`src/rtl/tank_sprite_index_gen.sv`:
```
// Tank sprite index generator: per-pixel sprite hit test, oriented/animated ROM address, palette index out.
// Latency 3 cycles (rom_addr at t+1), 1 pixel/cycle, no backpressure. Optional blink: define TANK_FLASH_EN.
module tank_sprite_index_gen #(
  parameter int SPRITE_W = 32,
  parameter int ANIM_DIV = 8,
  parameter int ADDR_W   = 11
) (
  input  logic              Clk,
  input  logic              Reset_n,
  input  logic              frame_start,
  input  logic              pix_valid,
  input  logic [9:0]        DrawX,
  input  logic [9:0]        DrawY,
  input  logic [9:0]        tank_x,
  input  logic [9:0]        tank_y,
  input  logic [1:0]        tank_dir,
  input  logic              moving,
`ifdef TANK_FLASH_EN
  input  logic              flash,
`endif
  output logic [ADDR_W-1:0] rom_addr,
  input  logic [3:0]        rom_data,
  output logic [3:0]        pal_index,
  output logic              sprite_on,
  output logic              out_valid
);

  localparam int              CNT_W   = (ANIM_DIV > 1) ? $clog2(ANIM_DIV) : 1;
  localparam logic [CNT_W-1:0] CNT_MAX = CNT_W'(ANIM_DIV - 1);
  localparam logic [9:0]      W10     = 10'(SPRITE_W);
  localparam logic [9:0]      WM1     = 10'(SPRITE_W - 1);

  logic [9:0]        x_l_q, x_l_d, y_l_q, y_l_d;
  logic [1:0]        dir_l_q, dir_l_d;
  logic              mov_l_q, mov_l_d;
  logic [CNT_W-1:0]  anim_cnt_q, anim_cnt_d;
  logic              anim_frame_q, anim_frame_d;
  logic [ADDR_W-1:0] rom_addr_q, rom_addr_d;
  logic              hit1_q, v1_q, hit2_q, v2_q;
  logic [3:0]        pal_q, pal_d;
  logic              on_q, on_d;
  logic              out_valid_q;
`ifdef TANK_FLASH_EN
  logic [1:0]        flash_cnt_q, flash_cnt_d;
`endif

  logic [9:0]  rx, ry, u, v;
  logic        hit;
  logic [31:0] addr_full;

  always_comb begin
    x_l_d        = x_l_q;
    y_l_d        = y_l_q;
    dir_l_d      = dir_l_q;
    mov_l_d      = mov_l_q;
    anim_cnt_d   = anim_cnt_q;
    anim_frame_d = anim_frame_q;
`ifdef TANK_FLASH_EN
    flash_cnt_d  = flash_cnt_q;
`endif
    if (frame_start) begin
      x_l_d   = tank_x;
      y_l_d   = tank_y;
      dir_l_d = tank_dir;
      mov_l_d = moving;
`ifdef TANK_FLASH_EN
      flash_cnt_d = flash_cnt_q + 2'd1;
`endif
      // Animation advances on the freshly latched moving flag.
      if (moving) begin
        if (anim_cnt_q == CNT_MAX) begin
          anim_cnt_d   = '0;
          anim_frame_d = ~anim_frame_q;
        end else begin
          anim_cnt_d = anim_cnt_q + 1'b1;
        end
      end
    end
  end

  // Offsets wrap modulo 1024, so pixels left of / above the sprite miss.
  always_comb begin
    rx  = DrawX - x_l_q;
    ry  = DrawY - y_l_q;
    hit = pix_valid && (rx < W10) && (ry < W10);
    u   = rx;
    v   = ry;
    case (dir_l_q)
      2'd0: begin u = ry;       v = rx; end
      2'd1: begin u = WM1 - rx; v = ry; end
      2'd2: begin u = WM1 - ry; v = rx; end
      default: begin u = rx;    v = ry; end
    endcase
    addr_full  = 32'(anim_frame_q) * 32'(SPRITE_W * SPRITE_W) + 32'(v) * 32'(SPRITE_W) + 32'(u);
    rom_addr_d = hit ? addr_full[ADDR_W-1:0] : '0;
  end

  // Palette index 0 is the transparent key.
  always_comb begin
    pal_d = hit2_q ? rom_data : 4'd0;
    on_d  = hit2_q && (rom_data != 4'd0);
`ifdef TANK_FLASH_EN
    if (flash && flash_cnt_q[1]) on_d = 1'b0;
`endif
  end

  always_ff @(posedge Clk) begin
    if (!Reset_n) begin
      x_l_q        <= '0;
      y_l_q        <= '0;
      dir_l_q      <= '0;
      mov_l_q      <= 1'b0;
      anim_cnt_q   <= '0;
      anim_frame_q <= 1'b0;
      rom_addr_q   <= '0;
      hit1_q       <= 1'b0;
      v1_q         <= 1'b0;
      hit2_q       <= 1'b0;
      v2_q         <= 1'b0;
      pal_q        <= '0;
      on_q         <= 1'b0;
      out_valid_q  <= 1'b0;
`ifdef TANK_FLASH_EN
      flash_cnt_q  <= '0;
`endif
    end else begin
      x_l_q        <= x_l_d;
      y_l_q        <= y_l_d;
      dir_l_q      <= dir_l_d;
      mov_l_q      <= mov_l_d;
      anim_cnt_q   <= anim_cnt_d;
      anim_frame_q <= anim_frame_d;
      rom_addr_q   <= rom_addr_d;
      hit1_q       <= hit;
      v1_q         <= pix_valid;
      hit2_q       <= hit1_q;
      v2_q         <= v1_q;
      pal_q        <= pal_d;
      on_q         <= on_d;
      out_valid_q  <= v2_q;
`ifdef TANK_FLASH_EN
      flash_cnt_q  <= flash_cnt_d;
`endif
    end
  end

  assign rom_addr  = rom_addr_q;
  assign pal_index = pal_q;
  assign sprite_on = on_q;
  assign out_valid = out_valid_q;

endmodule

```
`config.mk`:
```
export PLATFORM = sky130hd
export DESIGN_NAME = tank_sprite_index_gen
export DESIGN_NICKNAME = d
export VERILOG_FILES = /design/src/rtl/tank_sprite_index_gen.sv
export SDC_FILE = /design/constraint.sdc
export NUM_CORES = 1
export LEC_CHECK = 0
export ABC_AREA = 0
export CAP_MARGIN = 20
export CORE_MARGIN = 2
export CORE_UTILIZATION = 51
export DETAILED_ROUTE_END_ITERATION = 10
export PLACE_DENSITY_LB_ADDON = 0.12
export SLEW_MARGIN = 20
export SYNTH_ARGS = -nofsm -noshare
export SYNTH_HDL_FRONTEND = slang
export SYNTH_SLANG_ARGS = --single-unit
```
`constraint.sdc`:
```
create_clock -name Clk -period 4.8 [get_ports Clk]
set_clock_uncertainty 0.15 [all_clocks]
set_input_delay 0.72 -clock Clk [delete_from_list [all_inputs] [get_ports Clk]]
set_output_delay 0.72 -clock Clk [all_outputs]
set_load 0.1 [all_outputs]
```
==> results.txt <==
----------------------------------------------------
[Status]
  Status ... finished, final reports clean

[STA]
  Hold violation total from the final report ... 0
  Share of the clock period used by the worst path after layout ... 95.4%
  RSZ-0062 raised after global routing ... no
  Setup violators final ... 0
  Final worst path period need ... 4580 ps
  Max transition margin ... 34.8%
  Transition at the pin with the smallest max-transition slack ... 975 ps
  Final number of max-transition violations ... 0
  Maximum frequency from static timing analysis ... 0.218 GHz
  Setup TNS Final ... 0 ps

[Placed design]
  Final HPWL from detailed placement ... 5160 um
  Post-Place Cells ... 493
  Final weighted congestion in routability-driven placement ... 0.849
  Post-placement cell area ... 3910 um^2
  PortBufs ... 67

[Floorplan]
  Vert. Die Dim ... 81.5 um
  Core ar. ... 5850 um^2
  Horizontal die dimension ... 81.5 um
  Floorplan die area ... 6640 um^2
  Initial Utilization ... 52.3%
  IO Count ... 68
  Number of standard-cell rows in the floorplan ... 28

[Yosys]
  Total of warnings raised by yosys ... 0
  Area leader, netlist ... sky130_fd_sc_hd__dfxtp_1
  Mean post-synth cell area ... 8.85 um^2
  Synthesized Nets ... 427
  Primary FF master, synth ... sky130_fd_sc_hd__dfxtp_1
  Proportion of synthesized chip area in sequential cells ... 30.7%
  Dominant cells by area after synthesis ... sky130_fd_sc_hd__dfxtp_1 31%, sky130_fd_sc_hd__ha_1 11%, sky130_fd_sc_hd__mux2i_1 8.8%, sky130_fd_sc_hd__nor2b_1 5.3%, sky130_fd_sc_hd__xnor2_1 4.9%
  Cell area after technology mapping ... 3060 um^2
  Yosys reg bits ... 47
  Number of enable-type register cells in the synthesized netlist ... 0
  Cells after Synth ... 346
  Distinct cells, synth ... 50
  Area fraction of the dominant cell type after synthesis ... 30.7%
  Async set or reset register ratio after synthesis ... 0%

[Pwr]
  P_sw ... 378 uW
  Leakage Power ... 0.00171 uW
  Gate power share ... 38.8%
  Fraction of power spent switching nets ... 32.1%
  Internal Pwr Total ... 800 uW
  Power per standard cell area ... 291 nW/um^2
  Register share of total power ... 35.0%
  Clock network fraction of design power ... 26.1%
  Peak supply drop ... 0.213 mV

[Finish]
  Signed area change from the synthesized netlist to the final layout ... 32.1%
  Fraction of layout instances using a drive strength above 1 ... 8.69%
  Final Net Count ... 506
  End-of-flow core utilization ... 69.1%
  Filler cell count ... 523
  Leading cell types in the layout, fill and taps excluded ... 67 x sky130_fd_sc_hd__clkdlybuf4s50_1, 47 x sky130_fd_sc_hd__dfxtp_1, 30 x sky130_fd_sc_hd__inv_1
  Area occupied by multi-input gates ... 1980 um^2
  Final standard cell count with taps included and fillers excluded ... 501
  Register cell area after layout ... 941 um^2
  Ant diodes ... 0
  Final std cell area, no fill ... 4050 um^2
  Most frequent standard cell in the layout excluding fill and tap cells ... sky130_fd_sc_hd__clkdlybuf4s50_1

[Global routing]
  Overall fraction of global-route tracks in use ... 21.0%
  Largest net degree at the start of global routing ... 36
  Antenna violations before repair ... 0
  Total gr overflow ... 0
  First-pass GRT wire length ... 10800 um
  Via count of the first global-routing pass ... 2396

[Routing]
  Routed length per placed instance ... 13.1 um
  Detailed Route Iter0 Violations ... 121
  First-pass iteration count of the detailed router ... 4
  Overall via count from detail_route ... 2637
  Overall routed net length ... 6570 um
  Post-route ant nets ... 0
  Via density per instance ... 5.26
  DRC errors left ... 0

[Clocking]
  Clock-pin transition on the worst setup and hold timing paths ... 100 ps
  Count of hold-fix buffers inserted at cts ... 0
  Clock latency on the worst-skew pair ... 300 ps
  Maximum buffer depth of the clock tree ... 2
  Clock net sink count ... 47
  Level count of the clock H-tree ... 2
  Root Buffer ... sky130_fd_sc_hd__clkbuf_8
  Cts bufs inserted ... 5
  CTS tree ... built

[Worst setup path]
  Critical-path cell list ... clkdlybuf4s50_1 -> inv_1 -> ha_1 -> inv_1 -> fa_1 -> a21o_1 -> a221o_1 -> nor2_1 -> a21oi_2 -> inv_1 -> ha_2 -> nor2_1 -> mux4_2 -> a311oi_2 -> ha_1 -> a21oi_1 -> o21bai_1 -> a21oi_1 -> xor2_1 -> xnor2_1 -> nor2_1
  Worst-case register-to-register setup slack ... 730 ps
  Startpoint types ... input pin
  Number of cell instances on the worst register-to-register path ... 19
  Highest fanout seen on the critical path ... 3
  Kind of critical path ... input pin to flip-flop
  Worst path slowest cell ... sky130_fd_sc_hd__mux4_2
  Number of buffer and inverter stages on the critical path ... 4
  CP Capture Type ... flip-flop
  Logic depth of the worst setup path including buffers ... 21
  Required @ worst endpoint ... 4840 ps
  Delay of the slowest cell on the worst path ... 450 ps
  Signal arrival time at the worst endpoint ... 4610 ps
  Top Family by Delay on Critical Path ... compound AO/OA/AOI/OAI gates

[Flow run]
  Count of maximum capacitance violations ... 0

[Hold path]
  Number of cells on the worst hold path ... 1
  Hold WC Path Type ... flip-flop to flip-flop

----------------------------------------------------
-- metrics by stage --
step                      power (uW)  hold slack, ps  setup slack [ps]
final                           1180             291               223
after global routing            1260             316              5.86
after CTS                       1180             293               188
after detailed placement         871             269              -138
after global placement           863             269             -5.73
after floorplan                  719             262               487
-- kinds of logic after synthesis --
family,synth area share (%)
mux,10.7
buf+inv,5.31
simple gates,20.7
fa+ha+maj,13.0
compound gates,12.8
xor+xnor,6.87
flops,30.7
-- registers in the layout (all words and copies together) (netlist names) --
| name | cells |
|---|---|
| out_valid | 1 |
| sprite_on | 1 |
| anim_cnt_q | 3 |
| v2_q | 1 |
| hit1_q | 1 |
| y_l_q | 10 |
| v1_q | 1 |
| rom_addr | 11 |
| x_l_q | 10 |
| hit2_q | 1 |
| anim_frame_q | 1 |
| pal_index | 4 |
| dir_l_q | 2 |
-- cell usage after synthesis (3+ instances only) --
cell type,count
sky130_fd_sc_hd__dfxtp_1,47
sky130_fd_sc_hd__inv_1,30
sky130_fd_sc_hd__ha_1,27
sky130_fd_sc_hd__mux2i_1,27
sky130_fd_sc_hd__nor2b_1,26
sky130_fd_sc_hd__nor2_1,21
sky130_fd_sc_hd__xnor2_1,17
sky130_fd_sc_hd__a21oi_1,15
sky130_fd_sc_hd__nand2_1,14
sky130_fd_sc_hd__clkbuf_1,12
sky130_fd_sc_hd__nor3_1,10
sky130_fd_sc_hd__o21ai_0,10
sky130_fd_sc_hd__and3_1,9
sky130_fd_sc_hd__a21o_1,8
sky130_fd_sc_hd__nand3_1,7
sky130_fd_sc_hd__xor2_1,7
sky130_fd_sc_hd__and2_1,6
sky130_fd_sc_hd__o21a_1,5
sky130_fd_sc_hd__nand4_1,4
sky130_fd_sc_hd__fa_1,3
sky130_fd_sc_hd__nor3b_1,3
sky130_fd_sc_hd__o2111ai_1,3
-- path summary, 6_finish.rpt --
check / end / from
max reg2reg: rom_addr[10] / x_l_q[0]
min reg2reg: v2_q / v1_q
max: rom_addr[10] / DrawX[0]
min: v2_q / v1_q
-- routing by layer --
| metal | share of wire (%) | vias up | global-route usage (%) |
|---|---|---|---|
| li1 | - | 1372 | - |
| met1 | 48 | 1188 | 28.3 |
| met2 | 46 | 67 | 33.5 |
| met3 | 4.7 | 10 | 4.07 |
| met4 | 1.7 | 0 | 7.29 |
| met5 | 0 | - | 0 |
-- what timing repair did --
| action | CTS | global route |
|---|---|---|
| setup endpoints to repair | 0 | 1 |
| buffers inserted | 0 | 0 |
| resized for setup | 0 | 4 |
-- layout make-up --
| class | instances | share of cell area [%] |
|---|---|---|
| flip-flops and latches | 47 | 23.3 |
| inverters | 30 | 2.78 |
| well taps | 75 | 2.32 |
| clock buffers | 5 | 1.70 |
| clock inverters | 3 | 1.14 |
| multi-input cells | 256 | 48.9 |
| repair buffers | 85 | 19.9 |
-- power groups by stage --
stage | Clock [uW] | Sequential [uW] | Combinational [uW]
floorplan | 0 | 418 | 301
detailed placement | 0 | 422 | 449
CTS | 314 | 413 | 451
global placement | 0 | 422 | 441
finish | 308 | 413 | 458
global route | 332 | 415 | 509
(Power assumes the default switching activity.)
